$ cat src/rtl/bin_to_bcd_seq_pkg.sv
// Shared display-path types and constants for the DE0 7-segment chain.
// Used by bin_to_bcd_seq (optional macro BIN_TO_BCD_AUTO_CONVERT_EN lives in the top).
package de0_disp_pkg;

    localparam int DISP_DIGITS    = 4;
    localparam int DISP_BIN_WIDTH = 14;
    localparam int DISP_MAX       = 9999;

    typedef logic [3:0] bcd_digit_t;

    typedef enum logic {
        IDLE  = 1'b0,
        SHIFT = 1'b1
    } state_t;

    // 10^n, used to derive the largest value the digit count can show
    function automatic int unsigned pow10(input int unsigned n);
        int unsigned r;
        r = 32'd1;
        for (int unsigned i = 32'd0; i < n; i++) begin
            r = r * 32'd10;
        end
        return r;
    endfunction

endpackage

$ cat src/rtl/bin_to_bcd_seq_if.sv
// Request/result bundle between the binary source and the BCD converter.
interface bin_to_bcd_seq_if #(
    parameter int BIN_WIDTH = de0_disp_pkg::DISP_BIN_WIDTH,
    parameter int DIGITS    = de0_disp_pkg::DISP_DIGITS
) ();
    logic                   start;
    logic [BIN_WIDTH-1:0]   bin_in;
    logic                   busy;
    logic                   done;
    logic                   ovf;
    logic [4*DIGITS-1:0]    bcd_out;

    modport master (output start, bin_in, input busy, done, ovf, bcd_out);
    modport slave  (input start, bin_in, output busy, done, ovf, bcd_out);
endinterface

$ cat src/rtl/bin_to_bcd_seq_adj.sv
// One-digit add-3 correction used ahead of each double-dabble shift.
module bcd_digit_adj
    import de0_disp_pkg::*;
(
    input  bcd_digit_t din,
    output bcd_digit_t dout
);

    // Digits of 5 or more would overflow past 9 after doubling
    always_comb begin
        if (din >= 4'd5) begin
            dout = din + 4'd3;
        end else begin
            dout = din;
        end
    end

endmodule

$ cat src/rtl/bin_to_bcd_seq.sv
// Sequential double-dabble converter, one input bit per clk_50 cycle.
// Optional BIN_TO_BCD_AUTO_CONVERT_EN: self-start whenever bin_in changes while idle.
module bin_to_bcd_seq
    import de0_disp_pkg::*;
#(
    parameter int BIN_WIDTH = DISP_BIN_WIDTH,
    parameter int DIGITS    = DISP_DIGITS
) (
    input  logic              clk_50,
    input  logic              rst,
    bin_to_bcd_seq_if.slave   bus
);

    localparam int          BCD_W   = 4 * DIGITS;
    localparam int          CNT_W   = $clog2(BIN_WIDTH + 1);
    localparam logic [31:0] MAX_VAL = 32'(pow10(DIGITS) - 32'd1);

    state_t                   state_r,    state_nxt_s;
    logic [BIN_WIDTH-1:0]     shreg_r,    shreg_nxt_s;
    logic [BCD_W-1:0]         scratch_r,  scratch_nxt_s;
    logic [CNT_W-1:0]         cnt_r,      cnt_nxt_s;
    logic                     ovf_pend_r, ovf_pend_nxt_s;
    logic                     busy_r,     busy_nxt_s;
    logic                     done_r,     done_nxt_s;
    logic                     ovf_r,      ovf_nxt_s;
    logic [BCD_W-1:0]         bcd_r,      bcd_nxt_s;
    logic [BCD_W-1:0]         adj_s;
    logic [BCD_W+BIN_WIDTH-1:0] shifted_s;
    logic                     start_req_s;

    for (genvar g = 0; g < DIGITS; g++) begin : g_adj
        bcd_digit_adj u_adj (
            .din  (scratch_r[4*g +: 4]),
            .dout (adj_s[4*g +: 4])
        );
    end

`ifdef BIN_TO_BCD_AUTO_CONVERT_EN
    logic [BIN_WIDTH-1:0] last_r;

    assign start_req_s = bus.start | (bus.bin_in != last_r);

    // Remember the operand of the last accepted conversion
    always_ff @(posedge clk_50 or posedge rst) begin
        if (rst) begin
            last_r <= '0;
        end else if ((state_r == IDLE) && start_req_s) begin
            last_r <= bus.bin_in;
        end
    end
`else
    assign start_req_s = bus.start;
`endif

    assign shifted_s = {adj_s, shreg_r} << 1;

    // Next-state and datapath updates; results only move on the final shift
    always_comb begin
        state_nxt_s    = state_r;
        shreg_nxt_s    = shreg_r;
        scratch_nxt_s  = scratch_r;
        cnt_nxt_s      = cnt_r;
        ovf_pend_nxt_s = ovf_pend_r;
        busy_nxt_s     = busy_r;
        done_nxt_s     = 1'b0;
        ovf_nxt_s      = ovf_r;
        bcd_nxt_s      = bcd_r;
        case (state_r)
            IDLE: begin
                if (start_req_s) begin
                    shreg_nxt_s    = bus.bin_in;
                    scratch_nxt_s  = '0;
                    cnt_nxt_s      = '0;
                    ovf_pend_nxt_s = (32'(bus.bin_in) > MAX_VAL);
                    busy_nxt_s     = 1'b1;
                    state_nxt_s    = SHIFT;
                end else begin
                    state_nxt_s    = IDLE;
                end
            end
            SHIFT: begin
                scratch_nxt_s = shifted_s[BCD_W+BIN_WIDTH-1 -: BCD_W];
                shreg_nxt_s   = shifted_s[BIN_WIDTH-1:0];
                cnt_nxt_s     = cnt_r + {{(CNT_W-1){1'b0}}, 1'b1};
                if (cnt_r == CNT_W'(BIN_WIDTH - 1)) begin
                    bcd_nxt_s   = ovf_pend_r ? {DIGITS{4'h9}}
                                             : shifted_s[BCD_W+BIN_WIDTH-1 -: BCD_W];
                    ovf_nxt_s   = ovf_pend_r;
                    done_nxt_s  = 1'b1;
                    busy_nxt_s  = 1'b0;
                    state_nxt_s = IDLE;
                end else begin
                    state_nxt_s = SHIFT;
                end
            end
            default: begin
                state_nxt_s = IDLE;
                busy_nxt_s  = 1'b0;
            end
        endcase
    end

    // State and output registers
    always_ff @(posedge clk_50 or posedge rst) begin
        if (rst) begin
            state_r    <= IDLE;
            shreg_r    <= '0;
            scratch_r  <= '0;
            cnt_r      <= '0;
            ovf_pend_r <= 1'b0;
            busy_r     <= 1'b0;
            done_r     <= 1'b0;
            ovf_r      <= 1'b0;
            bcd_r      <= '0;
        end else begin
            state_r    <= state_nxt_s;
            shreg_r    <= shreg_nxt_s;
            scratch_r  <= scratch_nxt_s;
            cnt_r      <= cnt_nxt_s;
            ovf_pend_r <= ovf_pend_nxt_s;
            busy_r     <= busy_nxt_s;
            done_r     <= done_nxt_s;
            ovf_r      <= ovf_nxt_s;
            bcd_r      <= bcd_nxt_s;
        end
    end

    assign bus.busy    = busy_r;
    assign bus.done    = done_r;
    assign bus.ovf     = ovf_r;
    assign bus.bcd_out = bcd_r;

endmodule

$ cat src/flat_wrapper.sv
// flat-port wrapper written by rule: the top's interface ports become plain ports
module bin_to_bcd_seq_flat import de0_disp_pkg::*;
#(
    parameter int BIN_WIDTH = DISP_BIN_WIDTH,
    parameter int DIGITS    = DISP_DIGITS
)
  (clk_50, rst, bus_start, bus_bin_in, bus_busy, bus_done, bus_ovf, bus_bcd_out);
  bin_to_bcd_seq_if #(.BIN_WIDTH(BIN_WIDTH), .DIGITS(DIGITS)) bus_i ();
  input  logic clk_50;
  input  logic rst;
  input wire logic [$bits(bus_i.start)-1:0] bus_start;
  input wire logic [$bits(bus_i.bin_in)-1:0] bus_bin_in;
  output wire logic [$bits(bus_i.busy)-1:0] bus_busy;
  output wire logic [$bits(bus_i.done)-1:0] bus_done;
  output wire logic [$bits(bus_i.ovf)-1:0] bus_ovf;
  output wire logic [$bits(bus_i.bcd_out)-1:0] bus_bcd_out;
  assign bus_i.start = bus_start;
  assign bus_i.bin_in = bus_bin_in;
  assign bus_busy = bus_i.busy;
  assign bus_done = bus_i.done;
  assign bus_ovf = bus_i.ovf;
  assign bus_bcd_out = bus_i.bcd_out;
  bin_to_bcd_seq #(.BIN_WIDTH(BIN_WIDTH), .DIGITS(DIGITS)) u_core (.clk_50(clk_50), .rst(rst), .bus(bus_i));
endmodule
$ cat config.mk
export PLATFORM = sky130hd
export DESIGN_NAME = bin_to_bcd_seq_flat
export DESIGN_NICKNAME = d
export VERILOG_FILES = /design/src/rtl/bin_to_bcd_seq_pkg.sv /design/src/rtl/bin_to_bcd_seq_if.sv /design/src/rtl/bin_to_bcd_seq_adj.sv /design/src/rtl/bin_to_bcd_seq.sv /design/src/flat_wrapper.sv
export SDC_FILE = /design/constraint.sdc
export NUM_CORES = 1
export LEC_CHECK = 0
export CORE_ASPECT_RATIO = 0.75
export CORE_UTILIZATION = 45
export DETAILED_ROUTE_END_ITERATION = 10
export PLACE_DENSITY = 0.7
export SETUP_SLACK_MARGIN = 0.4
export SLEW_MARGIN = 10
export SYNTH_ARGS = -nofsm -noshare
export SYNTH_HDL_FRONTEND = slang
export SYNTH_SLANG_ARGS = --single-unit
$ cat constraint.sdc
create_clock -name clk_50 -period 4.6 [get_ports clk_50]
set_clock_uncertainty 0.15 [all_clocks]
set_input_delay 0.46 -clock clk_50 [delete_from_list [all_inputs] [get_ports clk_50]]
set_output_delay 0.46 -clock clk_50 [all_outputs]
set_load 0.01 [all_outputs]
After elaboration in Yosys (flattened, before gate mapping):

Cells that the tools add are included.

* register bits after elaboration: 55
* input bits: 17
* output and inout bits: 19
* logic and storage cells: 45

* add/sub/neg operators: 5
* order comparisons: 5
* eq/ne operators: 3
* mux-type cells: 19
* bitwise operators: 1
* reductions and logical operators: 3

Operator list (count)
* 16-bit two-way mux: 2
* 16-bit case mux with 2 select lines: 1
* 14-bit case mux with 2 select lines: 1
* 4-bit by 3-bit greater-or-equal comparator with 1-bit output (second input constant): 4
* 4-bit two-way mux: 4
* 14-bit > comparator (second input constant): 1
* 14-bit two-way mux: 1
* 4-bit by 2-bit adder with 4-bit output (second input constant): 3
* 4-bit case mux with 2 select lines: 1
* 1-bit two-way mux: 6
* 2-bit AND reduction: 3
* 4-bit by 1-bit adder with 4-bit output (second input constant): 1
* 4-bit equality test (second input constant): 1
* 2-bit inequality test (second input constant): 2
* 1-bit case mux with 2 select lines: 2
* 3-bit by 2-bit adder with 3-bit output (second input constant): 1
* 3-bit two-way mux: 1
* 1-bit NOT: 1

Longest topological paths before layout:

Gate-level depths: netlist (run 1).

* depth in word-level cells: 3
* depth in mapped cells: 7
* mapped depth without buffers: 6

Cells and area by module:

Synthesis (run 1) repeated with hierarchy kept, for this count alone.

* cells, all modules: 300
* area total of the unflattened synthesis: 2785.2 µm²

By module, submodules not included
* bin_to_bcd_seq: instances 1, cells an instance 236, area each 2379.8 µm², sequential area each 1376.3 µm²
* bcd_digit_adj: instances 4, cells an instance 16, area each 101.3 µm², sequential area each 0.0 µm²

Worst setup path before layout (run 1):

No wires, ideal clock.

* path type: reg-to-reg
* from: reg u_core.scratch_r[12]
* to: reg u_core.scratch_r[14]
* setup time: 122 ps
* data arrival time: 1229 ps
* data required time: 4328 ps
* slack: 3100 ps
* stages on the path, launching flop included: 7
* buffers on the path: 0
* period minus slack after synthesis: 1500 ps
* cell sequence: dfrtp_1 > inv_1 > ha_1 > nand2b_1 > a21oi_2 > nand2_1 > a32o_1

* word-level cells in the longest chain between the ends: 3
* elaborated cells between the ends (all ways): 4
* those cells by class: add/sub: 1; order compare: 1; mux: 2

Ends and longest elaborated chain
* start: declaration: RTL line bin_to_bcd_seq.sv:20 `logic [BCD_W-1:0] scratch_r, scratch_nxt_s;`
* start signal: assignment: RTL line bin_to_bcd_seq.sv:118 `scratch_r <= scratch_nxt_s;`
* 4-bit by 3-bit greater-or-equal comparator with 1-bit output or 3-bit by 2-bit adder with 3-bit output (tied branches): RTL line bin_to_bcd_seq_adj.sv:11, bin_to_bcd_seq_adj.sv:12
* 3-bit two-way mux (*): RTL line bin_to_bcd_seq_adj.sv:11 `if (din >= 4'd5) begin`
* 16-bit case mux with 2 select lines (*): RTL line bin_to_bcd_seq.sv:68 `case (state_r)`

Mark *: on every way between the ends. The rest lies on a longest branch, timed or not.
A chain may end at the register's enable or synchronous reset.

Worst setup path in the final report (run 1):

* from: reg u_core.state_r
* to: reg u_core.bcd_r[14], in the netlist u_core.bus.bcd_out[14]

* word-level cells in the longest chain between the ends: 1

Ends and longest elaborated chain
* start: declaration: RTL line bin_to_bcd_seq.sv:18 `state_t state_r, state_nxt_s;`
* start signal: assignment: RTL line bin_to_bcd_seq.sv:116 `state_r <= state_nxt_s;`
* 2-bit AND reduction (no line)
* end signal: assignment: RTL line bin_to_bcd_seq.sv:124 `bcd_r <= bcd_nxt_s;`
* end: declaration: RTL line bin_to_bcd_seq.sv:26 `logic [BCD_W-1:0] bcd_r, bcd_nxt_s;`

Every way passes these cells.

==> metrics.txt, run 1 <==
status=finished clean; largest family of logic cells by synthesized area=compound AO/OA/AOI/OAI gates; core box area=5530 um2; CTS tree=done; post-synthesis mux area share=0.0826; post-synthesis sequential area ratio=0.513; Finished Layout Cells=358; largest net degree at the start of global routing=56; Vert. Die Dim=68.9 um; vias after detailed routing=1889; Synth Flop Type=dfrtp_1; Worst-path clk slew=0.10 ns; layout net count=309; Iter 0 DRT Violations=87; setup TNS=0 ns; Avg WL per Cell=14.4 um; TritonCTS buffer count=5; DPL Wire Length=3470 um; max incr delay on CP=0.86 ns; critical path launch point type=register; Post-synth EDFFs=0; IO Pins=36; peak supply drop=0.327 mV; mapped cell area=2680 um2; max cap viols=0; postcts setup bufs=0; post-route ant nets=0; Via density=5.28; GRT Total Usage=0.189; deepest clock path buffer count=2; Place WS=2.43 ns; Mapped Nets=279; share of layout cells above drive strength 1=0.0742; slowest CP cell=dfrtp_1; Worst Hold Class=reg2reg; CTS sink cnt=55; Die Area=6280 um2; initial antenna violation count=0; Synth Instances=252; Routed WL=5150 um; Post-Synth XOR/XNOR Area=0.0131; CP Cell Sequence=nand4_4 -> nor2_2 -> a32o_1; min cycle time layout=2.20 ns; RSZ-0062 raised after global routing=no; # fillers=506; crit path DAT=2.29 ns; Synth Area in Adders=0.0466; Final Worst Setup Slack=2.40 ns; worst path required time=4.69 ns; H-tree depth=2; post-synthesis simple-gate area fraction=0.125; Max Transition Viols Final=0; Synth Area in Compound Gates=0.165; placed cells=350; Worst Path Class, Setup=reg2reg; Worst Path Max Fanout=21; Post-CTS Resized=0; first-pass GRT wire length=9220 um; Final period util=0.479; port bufs=35; Avg Cell Area, Syn=10.6 um2; # rows=23; Pwr Density=670 nW/um2; Synth warnings=0; Placer Congestion=0.775; Netlist cell types=31; fraction of registers with async set/reset=1.00; Worst Tran Pin Value=0.777 ns; Residual DRC=0; die width=91.2 um; Ant. Diodes=0; Initial Util=0.486; Yosys reg bits=55; Area Overhead vs Synth=16.7%; P_leak=1.44 nW; FMAX=454 MHz; vias in the first global route=1859; grt ovf=0; CP Capture Type=register; Hold-fix buffers, CTS=0; Rel. slew slack=0.482; First-pass DRT Iterations=4; final hold viol count=0; Setup Viol. Count Final=0; worst skew pair latency=0.30 ns; clk root buf=clkbuf_8
[worst max-delay path: cells and delay by family, from the launching register on]
| kind | cells | cell delay [ns] |
|---|---|---|
| DFF | 1 | 0.86 |
| and+or+nand+nor | 2 | 0.89 |
| AOI/OAI and AO/OA | 1 | 0.24 |
[layout make-up]
class | instances | area, um2 | area share
Multi-Input combinational cell | 170 | 1160 | 0.371
Inverter | 12 | 45.0 | 0.0144
Timing Repair Buffer | 38 | 373 | 0.119
Sequential cell | 55 | 1380 | 0.440
Clock buffer | 7 | 76.3 | 0.0244
Clock inverter | 1 | 5.00 | 0.00160
Tap cell | 75 | 93.8 | 0.0300
[cell families after synthesis]
family / count (synthesis)
buffers and inverters: 27
xor gates and xnor gates: 4
muxes: 22
adders and majority gates: 10
and+or+nand+nor: 68
AOI/OAI and AO/OA: 66
DFF: 55
[state kept, by name, indices dropped and copies added (netlist names)]
signal and flops:
u_core.bus.done 1, u_core.shreg_r 14, u_core.bus.ovf 1, u_core.scratch_r 16, u_core.state_r 1, u_core.bus.bcd_out 16, u_core.cnt_r 4, u_core.bus.busy 1
u_core.ovf_pend_r 1
[cell usage in the layout (no fill, tap or decap), types with 10 or more instances in the layout]
cell and n:
clkdlybuf4s50_1 35, mux2i_1 21, nor2_1 14, o21ai_0 21, ha_1 10, a22o_1 10, a21oi_1 11, nand2_1 27
inv_1 10, dfrtp_1 55
[report_power, final]
part	switching, W	internal, W	leakage [nW]
Clock	0.000150	0.000107	0.0422
Sequential	0.000196	0.000696	0.692
Combinational	0.000446	0.000500	0.705
[final timing paths]
| kind | from | to | slack [ns] | cells after the start |
|---|---|---|---|---|
| setup / recovery | u_core.state_r | u_core.bus.bcd_out[14] | 2.40 | 3 |
| hold / removal | u_core.shreg_r[12] | u_core.shreg_r[13] | 0.34 | 2 |
| setup reg to reg | u_core.state_r | u_core.bus.bcd_out[14] | 2.40 | 3 |
| hold reg to reg | u_core.shreg_r[12] | u_core.shreg_r[13] | 0.34 | 2 |
| max in group asynchronous | rst | u_core.bus.bcd_out[14] | 3.32 | 3 |
| min in group asynchronous | rst | u_core.shreg_r[2] | 0.51 | 3 |
[cell usage after synthesis, types with 6 or more instances]
library cell / n / share of area
a21o_1: 7 / 0.020
a21oi_1: 11 / 0.021
inv_1: 11 / 0.015
mux2i_1: 21 / 0.078
ha_1: 10 / 0.047
o21ai_0: 21 / 0.039
buf_2: 6 / 0.011
nand2_1: 27 / 0.038
nand2b_1: 9 / 0.021
dfrtp_1: 55 / 0.51
nor2_1: 14 / 0.020
a22o_1: 10 / 0.033
[through the flow]
step | utilization | hold WS, ns | instance area, um2 | power, W
4_1_cts | 0.566 | 0.341 | 3130 | 0.00211
2_1_floorplan | - | 0.302 | 2680 | 0.00155
3_5_place_dp | 0.552 | 0.318 | 3050 | 0.00185
5_1_grt | 0.566 | 0.359 | 3130 | 0.00228
3_3_place_gp | 0.552 | 0.311 | 3050 | 0.00183
6_report | 0.566 | 0.337 | 3130 | 0.00210
[routing by layer]
metal	routed length [um]	global-route usage
met4	17	0.0357
met5	0	0
met1	2780	0.277
met2	2180	0.296
met3	175	0.0373
Note: power is estimated with default switching activity, not from simulation.
==> run 2, diff against run 1 <==
Clock period 4.6 ns to 2.2 ns, I/O delays scaled along.
==> metrics.txt, run 2 (synthesis results as in run 1) <==
Final period util=0.778; largest net degree at the start of global routing=56; Pwr Density=1410 nW/um2; critical path launch point type=register; Iter 0 DRT Violations=82; cell family with most CP delay=simple AND/OR/NAND/NOR gates; Max Transition Viols Final=0; Area Overhead vs Synth=18.5%; worst skew pair latency=0.30 ns; TritonCTS buffer count=5; post-layout util=0.575; share of layout cells above drive strength 1=0.0951; Vert. Die Dim=68.9 um; slowest CP cell=dfrtp_1; Worst-path clk slew=0.09 ns; power share of the clock group=0.119; CP Capture Type=register; Internal=0.00277 W; critical path buffer and inverter count=1; first-pass GRT wire length=8790 um; core box area=5530 um2; CTS tree=done; max cap viols=0; final instance area=3180 um2; switching share of power=0.379; initial antenna violation count=0; Avg WL per Cell=14.5 um; Seq pwr share=0.411; GRT Total Usage=0.185; max incr delay on CP=0.42 ns; First-pass DRT Iterations=4; setup TNS=0 ns; Die Area=6280 um2; post-route ant nets=0; Worst Path Max Fanout=12; CP Cell Sequence=inv_1 -> ha_1 -> nand4_4 -> nor2_4 -> a32o_1; vias in the first global route=1832; peak supply drop=0.763 mV; Ant. Diodes=0; DPL Wire Length=3540 um; deepest clock path buffer count=2; Rel. slew slack=0.739; status=finished clean; Worst Tran Pin Value=0.392 ns; port bufs=35; CTS sink cnt=55; Logic pwr share=0.470; Placer Congestion=0.753; commonest cells after routing, fill and taps aside=dfrtp_1 (55), clkdlybuf4s50_1 (35), nand2_1 (27); FMAX=584 MHz; min cycle time layout=1.71 ns; die width=91.2 um; IO Pins=36; Initial Util=0.486; P_leak=1.44 nW; most common cell after layout, fill and taps aside=dfrtp_1; layout net count=310; hold slack=0.127 ns; Placed Area=3070 um2; H-tree depth=2; Residual DRC=0; Psw=0.00169 W; Worst Hold Class=in2async; final hold viol count=0; Via density=5.34; vias after detailed routing=1918; clk root buf=clkbuf_8; Routed WL=5210 um; worst path required time=2.29 ns; Setup Viol. Count Final=0; crit path DAT=1.80 ns; Worst Path Class, Setup=reg2reg; grt ovf=0; # rows=23; postcts setup bufs=0; RSZ-0062 raised after global routing=yes
==> run 2: cell types whose count changed in the layout (fill, tap and decap cells not counted) <==
cell     before  now
a21oi_1      11   10
a21oi_2       5    6
buf_12        0    1
ha_1         10    8
ha_2          0    2
inv_2         2    1
inv_4         0    1
mux2i_1      21   19
mux2i_2       0    2
nor2_2        2    0
nor2_4        0    2
==> run 2: path summary, 6_finish.rpt <==
check	startpoint	to	slack, ns	cells past startpoint
min in group clk_50	u_core.shreg_r[9]	u_core.shreg_r[10]	0.33	2
worst max register to register	u_core.cnt_r[1]	u_core.bus.bcd_out[14]	0.49	5
worst min register to register	u_core.shreg_r[9]	u_core.shreg_r[10]	0.33	2
max in group asynchronous	rst	u_core.shreg_r[8]	1.52	3
worst min-delay path	rst	u_core.shreg_r[2]	0.13	3
worst max-delay path	u_core.cnt_r[1]	u_core.bus.bcd_out[14]	0.49	5
==> run 2: layout make-up <==
class                           count  area, um2
Clock buffer                        7       76.3
Tap cell                           75       93.8
Multi-Input combinational cell    170       1190
Clock inverter                      1       5.00
Timing Repair Buffer               39        393
Inverter                           12       47.5
Sequential cell                    55       1380
Fill cell                         507       2350
==> run 2: timing repair <==
item                                    4_1_cts  5_1_grt
pin swaps                                     0        1
hold buffers                                  0        0
cloned                                        0        0
endpoints found under the setup margin        9       10
resized for setup                             1        8
==> run 2: worst min-delay path, delay by kind of cell <==
family                 cells  cell delay, ns
buffers and inverters      3            0.74
==> run 2: power by group through the flow <==
stage	sequential, W	combinational, W	clock (W)
5_1_grt	0.00190	0.00234	0.000588
4_1_cts	0.00184	0.00206	0.000557
3_3_place_gp	0.00185	0.00199	0
6_report	0.00184	0.00210	0.000532
2_1_floorplan	0.00182	0.00141	0
3_5_place_dp	0.00185	0.00204	0
==> run 2: metrics by stage <==
stage          cells  setup WS (ns)  power, W
4_1_cts          359          0.428   0.00446
2_1_floorplan    252          0.487   0.00323
3_5_place_dp     351          0.368   0.00390
3_3_place_gp     351          0.425   0.00384
5_1_grt          359          0.396   0.00483
6_report         359          0.489   0.00447
==> run 2: layer usage <==
metal | global-route usage | share of wire | vias to the layer above
met3 | 0.0395 | 0.039 | 8
met4 | 0.0476 | 0.0092 | 0
li1 | - | - | 942
met1 | 0.259 | 0.52 | 935
met2 | 0.296 | 0.43 | 33
met5 | 0 | 0 | -
==> run 3, diff against run 2 <==
Clock period 2.2 ns to 1.8 ns, I/O delays scaled along.
==> metrics.txt, run 3 (synthesis results as in run 1) <==
status=finished clean; Final Power=0.00674 W; critical path buffer and inverter count=1; IO Pins=36; vias in the first global route=2096; critical path launch point type=register; commonest cells after routing, fill and taps aside=dfrtp_1 (51), buf_4 (32), nand2_1 (25); Residual DRC=0; Worst Path Max Fanout=3; Worst Hold Class=in2async; layout net count=346; Worst Path Class, Setup=reg2reg; cell family with most CP delay=flip-flops; worst skew pair latency=0.31 ns; grt ovf=0; hold slack=0.0577 ns; RSZ-0062 raised after global routing=yes; Initial Util=0.486; slowest CP cell=dfrtp_1; die width=91.2 um; Max Transition Viols Final=0; FMAX=633 MHz; max incr delay on CP=0.37 ns; placed cells=359; Area Overhead vs Synth=41.7%; CP Cell Sequence=inv_2 -> ha_2 -> nand2b_4 -> a21oi_4 -> mux2i_2 -> a22o_1; Via density=5.25; min cycle time layout=1.58 ns; # rows=23; Vert. Die Dim=68.9 um; largest net degree at the start of global routing=27; Placer Congestion=0.730; Finished Layout Cells=395; share of layout cells above drive strength 1=0.350; P_leak=1.74 nW; Routed WL=6230 um; most common cell after layout, fill and taps aside=dfrtp_1; CTS sink cnt=55; final hold viol count=0; Avg WL per Cell=15.8 um; worst path required time=1.90 ns; vias after detailed routing=2075; crit path DAT=1.67 ns; first-pass GRT wire length=10300 um; Worst-path clk slew=0.10 ns; Final period util=0.877; setup TNS=0 ns; initial antenna violation count=0; Worst Tran Pin Value=0.393 ns; Die Area=6280 um2; Rel. slew slack=0.737; peak supply drop=0.822 mV; DPL Wire Length=3850 um; Setup Viol. Count Final=0; Pwr Density=1770 nW/um2; Ant. Diodes=0; port bufs=35; H-tree depth=2; deepest clock path buffer count=2; Iter 0 DRT Violations=137; post-route ant nets=0; Place WS=0.196 ns; Final Worst Setup Slack=0.221 ns; TritonCTS buffer count=5; CTS tree=done; GRT Total Usage=0.218; core box area=5530 um2; clk root buf=clkbuf_8; Hold-fix buffers, CTS=0; max cap viols=0; CP Capture Type=register; First-pass DRT Iterations=4
## run 3: layout make-up
type | instances | area, um2
fillers | 430 | 1720
multi-input cells | 170 | 1480
flip-flops and latches | 55 | 1380
repair buffers | 74 | 672
clock buffers | 8 | 100
well taps | 75 | 93.8
inverters | 12 | 61.3
repair inverters | 1 | 16.3
## run 3: routing by layer
layer | part of all wire | GRT usage | routed length (um)
met1 | 0.48 | 0.288 | 2960
met2 | 0.48 | 0.372 | 3010
met3 | 0.033 | 0.0417 | 206
met4 | 0.0082 | 0.0694 | 51
met5 | 0 | 0 | 0
## run 3: worst reg2reg max path: cells and delay by family, from the launching register on
kind | cells | cell delay, ns
AO/OA/AOI/OAI | 2 | 0.33
flip-flops | 1 | 0.37
buffers and inverters | 1 | 0.07
adder cells (fa/ha/maj) | 1 | 0.18
multiplexers | 1 | 0.28
AND/OR/NAND/NOR | 1 | 0.15
## run 3: repair_timing
item	in CTS	in global routing
setup endpoints to repair	54	34
buffers inserted	19	8
pin swaps	18	14
gates resized for setup	61	29
cloned	1	0
hold endpoints to repair	0	0
## run 3: path summary, 6_finish.rpt
kind | startpoint | end | slack, ns | cells after the start
worst max-delay path | u_core.scratch_r[1] | u_core.scratch_r[2] | 0.22 | 6
worst min-delay path | rst | u_core.shreg_r[10] | 0.06 | 2
worst max register to register | u_core.scratch_r[1] | u_core.scratch_r[2] | 0.22 | 6
worst min register to register | u_core.bus.ovf | u_core.bus.ovf | 0.32 | 2
max in group asynchronous | rst | u_core.scratch_r[8] | 0.98 | 3
min in group clk_50 | u_core.bus.ovf | u_core.bus.ovf | 0.32 | 2
## run 3: metrics by stage
step / area (um2) / util
2_1_floorplan: 2770 / -
3_3_place_gp: 3220 / 0.583
3_5_place_dp: 3220 / 0.583
4_1_cts: 3640 / 0.659
5_1_grt: 3800 / 0.688
6_report: 3800 / 0.688
## run 3: report_power, final
| part | total (W) | switching (W) | internal [W] | leakage (nW) |
|---|---|---|---|---|
| registers | 0.00233 | 0.000546 | 0.00179 | 0.688 |
| clock network | 0.000743 | 0.000391 | 0.000352 | 0.0515 |
| logic | 0.00366 | 0.00167 | 0.00199 | 1.00 |
